[src/rtl/gp_rf_pkg.sv]
// rtl/gp_rf_pkg.sv - shared register-file widths and address/data typedefs
package gp_rf_pkg;
  localparam int GP_RF_DATA_W = 16;
  localparam int GP_RF_ADDR_W = 3;

  typedef logic [GP_RF_DATA_W-1:0] reg_data_t;
  typedef logic [GP_RF_ADDR_W-1:0] reg_addr_t;
endpackage

[src/rtl/gp_rf_scoreboard.sv]
// rtl/gp_rf_scoreboard.sv - per-register pending bits for decode hazard detection
module gp_rf_scoreboard
  import gp_rf_pkg::*;
#(
  parameter int NUM_REGS = 8,
  parameter int ADDR_W   = GP_RF_ADDR_W,
  parameter int R0_ZERO  = 0
) (
  input  logic                clk,
  input  logic                rst_n,
  input  logic                i_set_en,
  input  logic [ADDR_W-1:0]   i_set_addr,
  input  logic                i_clr_en,
  input  logic [ADDR_W-1:0]   i_clr_addr,
  output logic [NUM_REGS-1:0] o_pend
);

  logic [NUM_REGS-1:0] r_pend;
  logic                w_set_ok;

  assign w_set_ok = i_set_en && !((R0_ZERO != 0) && (i_set_addr == '0));

  // Set is applied after clear so a newly issued producer keeps the bit
  always_ff @(posedge clk) begin
    if (!rst_n) begin
      r_pend <= '0;
    end else begin
      if (i_clr_en) r_pend[i_clr_addr] <= 1'b0;
      if (w_set_ok) r_pend[i_set_addr] <= 1'b1;
    end
  end

  assign o_pend = r_pend;

endmodule

[src/rtl/gp_reg_file_sb.sv]
// rtl/gp_reg_file_sb.sv - register file with PC alias and scoreboard; REGFILE_BYPASS_EN adds write forwarding
module gp_reg_file_sb
  import gp_rf_pkg::*;
#(
  parameter int                DATA_W   = GP_RF_DATA_W,
  parameter int                ADDR_W   = GP_RF_ADDR_W,
  parameter int                PC_IDX   = (1 << ADDR_W) - 1,
  parameter logic [DATA_W-1:0] RESET_PC = '0,
  parameter int                R0_ZERO  = 0
) (
  input  logic              clk,
  input  logic              rst_n,
  input  logic [ADDR_W-1:0] rd_addr1,
  input  logic [ADDR_W-1:0] rd_addr2,
  output logic [DATA_W-1:0] rd_data1,
  output logic [DATA_W-1:0] rd_data2,
  output logic              rd_busy1,
  output logic              rd_busy2,
  input  logic              wr_en,
  input  logic [ADDR_W-1:0] wr_addr,
  input  logic [DATA_W-1:0] wr_data,
  input  logic              pc_wr_en,
  input  logic [DATA_W-1:0] pc_wr_data,
  output logic [DATA_W-1:0] pc_out,
  input  logic              sb_set_en,
  input  logic [ADDR_W-1:0] sb_set_addr,
  input  logic [ADDR_W-1:0] dbg_addr,
  output logic [DATA_W-1:0] dbg_data
);

  localparam int                NUM_REGS = 1 << ADDR_W;
  localparam logic [ADDR_W-1:0] PC_A     = ADDR_W'(PC_IDX);

  logic [DATA_W-1:0]   r_regs [NUM_REGS];
  logic [NUM_REGS-1:0] w_pend;
  logic                w_wr_ok;

  assign w_wr_ok = wr_en && !((R0_ZERO != 0) && (wr_addr == '0));

  // PC write is applied last so it wins a collision on PC_IDX
  always_ff @(posedge clk) begin
    if (!rst_n) begin
      for (int i = 0; i < NUM_REGS; i++)
        r_regs[i] <= (i == PC_IDX) ? RESET_PC : '0;
    end else begin
      if (w_wr_ok)  r_regs[wr_addr] <= wr_data;
      if (pc_wr_en) r_regs[PC_A]    <= pc_wr_data;
    end
  end

  gp_rf_scoreboard #(
    .NUM_REGS (NUM_REGS),
    .ADDR_W   (ADDR_W),
    .R0_ZERO  (R0_ZERO)
  ) u_scoreboard (
    .clk        (clk),
    .rst_n      (rst_n),
    .i_set_en   (sb_set_en),
    .i_set_addr (sb_set_addr),
    .i_clr_en   (wr_en),
    .i_clr_addr (wr_addr),
    .o_pend     (w_pend)
  );

  always_comb begin
    rd_data1 = r_regs[rd_addr1];
    rd_busy1 = w_pend[rd_addr1];
`ifdef REGFILE_BYPASS_EN
    if (wr_en && (wr_addr == rd_addr1)) begin
      rd_data1 = wr_data;
      if (!(sb_set_en && (sb_set_addr == rd_addr1))) rd_busy1 = 1'b0;
    end
    if (pc_wr_en && (rd_addr1 == PC_A)) rd_data1 = pc_wr_data;
`endif
    if ((R0_ZERO != 0) && (rd_addr1 == '0)) rd_data1 = '0;
  end

  always_comb begin
    rd_data2 = r_regs[rd_addr2];
    rd_busy2 = w_pend[rd_addr2];
`ifdef REGFILE_BYPASS_EN
    if (wr_en && (wr_addr == rd_addr2)) begin
      rd_data2 = wr_data;
      if (!(sb_set_en && (sb_set_addr == rd_addr2))) rd_busy2 = 1'b0;
    end
    if (pc_wr_en && (rd_addr2 == PC_A)) rd_data2 = pc_wr_data;
`endif
    if ((R0_ZERO != 0) && (rd_addr2 == '0)) rd_data2 = '0;
  end

  assign pc_out   = r_regs[PC_A];
  assign dbg_data = r_regs[dbg_addr];

endmodule

[config.mk]
export PLATFORM = sky130hd
export DESIGN_NAME = gp_reg_file_sb
export DESIGN_NICKNAME = d
export VERILOG_FILES = /design/src/rtl/gp_rf_pkg.sv /design/src/rtl/gp_rf_scoreboard.sv /design/src/rtl/gp_reg_file_sb.sv
export SDC_FILE = /design/constraint.sdc
export NUM_CORES = 1
export LEC_CHECK = 0
export CAP_MARGIN = 40
export CORE_MARGIN = 2
export CORE_UTILIZATION = 57
export CTS_BUF_LIST = sky130_fd_sc_hd__clkbuf_4 sky130_fd_sc_hd__clkbuf_8
export DETAILED_ROUTE_END_ITERATION = 7
export PLACE_DENSITY = 0.9
export SETUP_SLACK_MARGIN = 0.02
export SLEW_MARGIN = 10
export SYNTH_ARGS = -nofsm -noshare
export SYNTH_HDL_FRONTEND = slang
export SYNTH_SLANG_ARGS = --single-unit
[constraint.sdc]
create_clock -name clk -period 2.6 [get_ports clk]
set_input_delay 0.52 -clock clk [delete_from_list [all_inputs] [get_ports clk]]
set_output_delay 0.52 -clock clk [all_outputs]
set_load 0.03 [all_outputs]
Word-level counts from Yosys, hierarchy flattened

Memories as Yosys holds them, arrays and structs flattened.
Cells that the tools add are included.

Bits in writable memories: 128
Logic and storage cells: 41
Memories kept: 1
Register bits after elaboration: 8
Output and inout port bits: 66

Equality and inequality tests: 1
Reduce and logical (&&, ||, !) cells: 3
Magnitude comparators: 6
Mux-type cells: 22
Bitwise logic cells: 7

Memories:

| name   | words | bits a word | read ports | clocked after memory_dff | write ports | line                 | RTL |
|---|---|---|---|---|---|---|---|
| r_regs | 8     | 16          | 4          | 0                        | 8           | gp_reg_file_sb.sv:34 | `logic [DATA_W-1:0] r_regs [NUM_REGS];` |

Operators with widths:

| operator           | count |
|---|---|
| $mux 16            | 2 |
| $mux 8             | 3 |
| $lt 3x4->1 const B | 4 |
| $reduce_or 16->1   | 1 |
| $mux 1             | 12 |
| $and 8x8->8        | 1 |
| $not 8->8          | 1 |
| $or 8x8->8         | 1 |
| $bmux 1 s3         | 2 |
| $demux 1 s3        | 2 |
| $ge 3x1->1 const B | 2 |
| $eq 3x3->1 const B | 1 |
| $mux 3             | 1 |
| $and 1x1->1        | 2 |
| $logic_and 1x1->1  | 2 |
| $not 1->1          | 1 |
| $or 1x1->1         | 1 |

Depth between registers and ports, before layout

Gate-level depths: netlist of the first run.

Depth in word-level cells: 10
Gate-level depth with buffers: 5
Gate-level depth less buffers: 3

Cells and area by module

A second synthesis of the first run with hierarchy kept.

Cell total of the unflattened synthesis: 554
Area, all modules: 8498.2 µm²

Modules (own cells, without submodules):

| module           | cells each | area an instance (µm²) | times used |
|---|---|---|---|
| gp_reg_file_sb   | 514        | 8111.5                 | 1 |
| gp_rf_scoreboard | 40         | 386.6                  | 1 |

Least setup slack after synthesis of the first run

OpenSTA, ideal clock, no wires.

Path kind: input-to-reg
Start: in wr_addr[1]
End: mem r_regs[1][0] (netlist bit), enable pin
Required time: 2.189 ns
Stages on the path: 2
Setup slack: 0.269 ns
Data arrival time: 1.920 ns
Buffers on the path: 0
Cells stage by stage: nand2b_1 -> o21ai_0

RTL lines:

| element         | line                 | RTL |
|---|---|---|
| start, declared | gp_reg_file_sb.sv:20 | `input logic [ADDR_W-1:0] wr_addr,` |
| end, declared   | gp_reg_file_sb.sv:34 |  |

Worst setup path in the final report of the first run

Start: in rd_addr2[2]
End: out rd_data2[11]

Cells in the longest elaborated chain, start to end: 1

RTL lines:

| element         | line                 | RTL |
|---|---|---|
| start, declared | gp_reg_file_sb.sv:14 | `input logic [ADDR_W-1:0] rd_addr2,` |
| $mem_v2 8x16    | n/a                  |  |
| end, declared   | gp_reg_file_sb.sv:16 | `output logic [DATA_W-1:0] rd_data2,` |

No other way between the ends.

==> results of run 1 <==
power by group through the flow:
stage	Combinational (mW)	Sequential (mW)	Clock, mW
final	1.43	2.67	2.06
after detailed placement	1.43	2.71	0
after floorplan	0.817	2.71	0
after global placement	1.40	2.68	0
after global routing	1.49	2.68	2.16
after CTS	1.42	2.66	2.06
worst min-delay path: stages (launching register included):
cell,delay [ps]
dfxtp_1,330
nand2_1,50
a21boi_0,70
kinds of logic after synthesis:
logic type / Yosys count
buf+inv: 42
mux: 150
compound gates: 36
simple gates: 142
flops: 136
worst max path at each step:
stage                            from            to
after floorplan            wr_addr[1]  r_regs[1][0]
after global placement    rd_addr2[2]   rd_data2[0]
after detailed placement  dbg_addr[2]   dbg_data[0]
after CTS                 rd_addr2[2]   rd_data2[5]
after global routing      dbg_addr[0]   dbg_data[6]
final                     rd_addr2[2]  rd_data2[11]
routing by layer:
layer  vias up  wire length [um]  track usage (%)
li1       2405                 -                -
met1      3039              8073            39.60
met2       481             12390            55.22
met3       101              2389            8.059
met4         0              1112            17.05
met5         -                 0                0
metrics by stage:
| step | util [%] | setup WS [ps] | instances |
|---|---|---|---|
| 4_1_cts | 75.18 | 20.55 | 859 |
| 3_3_place_gp | 70.90 | -390.0 | 819 |
| 2_1_floorplan | - | 269.1 | 506 |
| 3_5_place_dp | 71.11 | -412.8 | 822 |
| 5_1_grt | 75.48 | 16.61 | 874 |
| 6_report | 75.48 | 21.58 | 874 |
synthesized netlist by cell type, types with 3 or more instances:
master    number  area (sq um)
nand2_1        4         15.01
mux4_2       100          2252
buf_4         10         75.07
and2_1       112         700.7
nand3b_1       3         22.52
buf_2          4         20.02
clkbuf_1      16         60.06
mux2_2        50         563.0
dfxtp_1        8         160.2
a22o_1        16         140.1
nand3_1        3         15.01
edfxtp_1     128          3844
nor2_1         5         18.77
buf_1          9         33.78
o21ai_0       11         55.05
a21boi_0       6         45.04
nand4_1        3         18.77
nand2b_1       5         31.28
registers in the layout, summed over array words and instances, names as in the netlist:
name,count
u_scoreboard.o_pend,8
r_regs,128
layout make-up:
cell class                      instances  share of cell area (%)
Clock buffer                           20                   2.439
Clock inverter                         12                   1.939
Inverter                                1                 0.03569
Multi-Input combinational cell        328                   37.84
Sequential cell                       136                   38.07
Tap cell                              180                   2.141
Timing Repair Buffer                  197                   17.54
what timing repair did:
item	in CTS	in global routing
hold buffers	0	0
gates cloned	3	0
gates resized for setup	60	48
pin swaps	0	0
setup buffers	2	15
setup endpoints to repair	50	37
==> results.toml, run 1 <==
[timing]
holdWs_ps = 501.0
setup-tns-final_ps = 0
fmax_ghz = 0.3878
tightestPinTransition_ps = 914.1
period_share_pct = 99.17
fin_skew_ps = 0
slew_headroom_pct = 38.99
hold_viol_final = 0
period_needed_ps = 2578
slew_violations = 0
rsz0062_at_grt = "no"
setup_viol = 0

[layout]
final_cell_mix = "edfxtp_1 (128), and2_1 (112), mux4_2 (100), buf_4 (77), clkdlybuf4s50_1 (61)"
nFillCells = 753
area_growth_pct = 28.81
drive_gt1_share_pct = 44.96
multi_input_area_sq_um = 3980
num-nets-final = 733
final_common_cell = "edfxtp_1"
fin_area_sq_um = 10520
antenna_cells = 0
regArea_sq_um = 4004

[min_path]
hold_path_end = "u_scoreboard.o_pend[7]"
worstHoldStart = "u_scoreboard.o_pend[7]"
hold_depth = 2
worstHoldPathType = "flip-flop to flip-flop"

[place]
portBuffers = 117
finalWeightedCongestion = 0.8510
postPlaceCellArea_sq_um = 9908
place_hpwl_um = 15350

[clocking]
clock-root-buffer = "clkbuf_8"
cts.clk_slew.worst_paths_ps = 70
numCtsBuffers = 17
cts.sinks = 136
cts_tree = "done"
clk_latency_ps = 460
htree_num_levels = 4
cts_buffer_depth = 2

[run_status]
outcome = "completed"

[global_routing]
antenna_found_initial = 0
grt_overflow_total = 0
grt_pass1_wl_um = 35310
grt_pass1_vias = 6152
grt_max_degree = 20
grt_util_all_layers_pct = 32.86

[critical_path]
cp_slowest_cell = "bufbuf_16"
cp.required_ps = 2080
startpoint_type = "input port"
crit_cells = 5
r2r_cells = 2
endpoint_kind = "output port"
reg2reg_slack_ps = 1870
cp_top_family = "buffers and inverters"
crit_type = "input port to output port"
crit_chain = "clkdlybuf4s15_2 > bufbuf_16 > mux4_2 > mux2_2 > clkdlybuf4s15_1"
critical_path_buf_inv_count = 3
regToRegStartpoint = "u_scoreboard.o_pend[4]"
slowest_delay_ps = 340
arrival_ps = 2060
path_max_fanout = 13
r2r_end = "u_scoreboard.o_pend[4]"

[yosys]
ys_ff_latch = 136
syn_area_per_cell_sq_um = 16.14
muxShareOfSynthArea_pct = 34.48
synth_fa_ha_area_share_pct = 0
synthesis.nets = 558
syn_area_sq_um = 8165
synth_seq_area_share_pct = 49.03
synth_cell_types = 28
yosys_warnings = 0
synth_compound_area_share_pct = 3.233
synth_xor_area_share_pct = 0
syn-instance-count = 506
synth_edf_count = 128
ys_async_sr_fraction_pct = 0
yosys_most_used_dff = "edfxtp_1"
synth-simple-area-share_pct = 10.77
synth_top_family_by_area = "multiplexers"

[routing]
dr.first_iter.drc_count = 703
routed_wl_um = 23960
routed_via_density = 6.895
drtAntennaViolNets = 0
firstDrtPassIters = 5
wl_per_cell_um = 27.42
drc_errors = 0
vias = 6026

[die]
rows = 43
io_pins = 118
start_util_pct = 58.60
die_w_um = 123.7
core_area_sq_um = 13930
die_h_um = 123.7
die_area_sq_um = 15300

[power_and_ir_drop]
p_sw_mw = 1.658
leakagePower_nw = 3.856
p_clk_share_pct = 33.4
swShare_pct = 26.88
p_comb_share_pct = 23.3
power_density_nw_per_um2 = 586.3
p_int_mw = 4.508
peakVddDrop_mv = 0.3743
seqPwrFrac_pct = 43.3
finalPower_mw = 6.166

[flow_run]
maxCapViolations = 0
No activity file was read; power rests on OpenSTA's default activity.
==> inputs of run 2 (changes only) <==
--- a/config.mk
+++ b/config.mk
@@ -6,9 +6,11 @@
 export NUM_CORES = 1
 export LEC_CHECK = 0
 export CAP_MARGIN = 40
+export CORE_ASPECT_RATIO = 1.5
 export CORE_MARGIN = 2
 export CORE_UTILIZATION = 57
 export CTS_BUF_LIST = sky130_fd_sc_hd__clkbuf_4 sky130_fd_sc_hd__clkbuf_8
+export CTS_CLUSTER_DIAMETER = 30
 export DETAILED_ROUTE_END_ITERATION = 7
 export PLACE_DENSITY = 0.9
 export SETUP_SLACK_MARGIN = 0.02
==> results.toml, run 2 (synthesis gave the netlist of run 1 again) <==
[critical_path]
arrival_ps = 2030
path_max_fanout = 13
endpoint_kind = "output port"
crit_start = "dbg_addr[0]"
crit_type = "input port to output port"
startpoint_type = "input port"
reg2reg_slack_ps = 1870
cp.required_ps = 2080
regToRegStartpoint = "u_scoreboard.o_pend[5]"

[routing]
wl_per_cell_um = 28.96
firstDrtPassIters = 7
dr.first_iter.drc_count = 756
drc_errors = 0
routed_via_density = 6.902
drtAntennaViolNets = 0
routed_wl_um = 25400
vias = 6053

[min_path]
worstHoldStart = "u_scoreboard.o_pend[6]"
worstHoldPathType = "flip-flop to flip-flop"

[global_routing]
grt_use_met2_pct = 56.58
grt_overflow_total = 0
grt_pass1_vias = 6388
grt_util_all_layers_pct = 34.69
groute.layer.met3.usage_pct = 7.428
grt-busiest-layer = "met2"
grt_max_degree = 17
grtUsageMet1_pct = 43.05
grt_pass1_wl_um = 37810
antenna_found_initial = 0

[timing]
slew_headroom_pct = 75.96
holdWs_ps = 512.1
slew_violations = 0
rsz0062_at_grt = "no"
period_share_pct = 97.95
fmax_ghz = 0.3927
fin_skew_ps = 0
tightestPinTransition_ps = 359.4
hold_viol_final = 0
setup_viol = 0
setup-tns-final_ps = 0
period_needed_ps = 2547

[layout]
area_growth_pct = 28.30
largest_reg_flops = 128
finalNonFillerCells = 877
num-nets-final = 724
final_common_cell = "edfxtp_1"
nFillCells = 796
final_cell_mix = "edfxtp_1 (128), and2_1 (112), mux4_2 (100), buf_4 (74), clkdlybuf4s50_1 (61)"
drive_gt1_share_pct = 44.38
antenna_cells = 0
fin_util_pct = 74.87
largest_register = "r_regs"

[place]
dpl.cell_count = 838
finalWeightedCongestion = 0.9538
portBuffers = 117
place_hpwl_um = 16520

[die]
io_pins = 118
start_util_pct = 58.36
rows = 53
die_h_um = 150.6
core_area_sq_um = 13990
die_w_um = 101.7
die_area_sq_um = 15320

[power_and_ir_drop]
leakagePower_nw = 3.815
peakVddDrop_mv = 0.4542
power_density_nw_per_um2 = 558.8
finalPower_mw = 5.854

[clocking]
cts_buffer_depth = 2
cts.sinks = 136
clk_latency_ps = 440
htree_num_levels = 4
clock-root-buffer = "clkbuf_8"
cts_tree = "done"
numCtsBuffers = 17
cts.clk_slew.worst_paths_ps = 70
hold_buffers = 0

[flow_run]
maxCapViolations = 0

[run_status]
outcome = "completed"
==> run 2: critical path: stages <==
cell and delay (ps):
buf_2 110, buf_12 170, buf_8 200, mux4_2 550, mux2_2 300, buf_4 170
==> run 2: per-layer routing <==
metal | wire [um] | up-vias
met3 | 2996 | 110
li1 | - | 2396
met4 | 1409 | 0
met1 | 8026 | 3010
met2 | 12970 | 537
met5 | 0 | -
==> run 2: where the power goes <==
group          switching (mW)  internal [mW]
Clock                   0.821          0.895
Combinational           0.730          0.724
Sequential              0.136           2.55
==> run 2: final cells by class <==
class	count	area (sq um)	share of cell area, %
timing repair buffer	188	1872	17.87
clock inverter	10	107.6	1.027
multi-input combinational	328	3978	37.97
tap	192	240.2	2.293
inverter	1	3.754	0.03583
clock buffer	22	271.5	2.592
sequential	136	4004	38.22
==> run 2: metrics by stage <==
step | area, sq um | setup WS (ps)
5_1_grt | 10480 | 5.006
2_1_floorplan | 8165 | 269.1
3_5_place_dp | 9927 | -340.0
6_report | 10480 | 53.41
3_3_place_gp | 9927 | -305.4
4_1_cts | 10460 | 20.68
==> run 2: path summary, 6_finish.rpt <==
kind | endpoint | cells past startpoint
worst min-delay path | u_scoreboard.o_pend[6] | 2
worst max-delay path | dbg_data[5] | 6
worst min register to register | u_scoreboard.o_pend[6] | 2
worst max register to register | u_scoreboard.o_pend[5] | 2
==> run 2: what timing repair did <==
item | CTS | global route
endpoints found under the hold margin | 0 | 0
gates cloned | 3 | 0
setup endpoints to repair | 50 | 19
resized for setup | 55 | 12
buffers inserted | 1 | 3
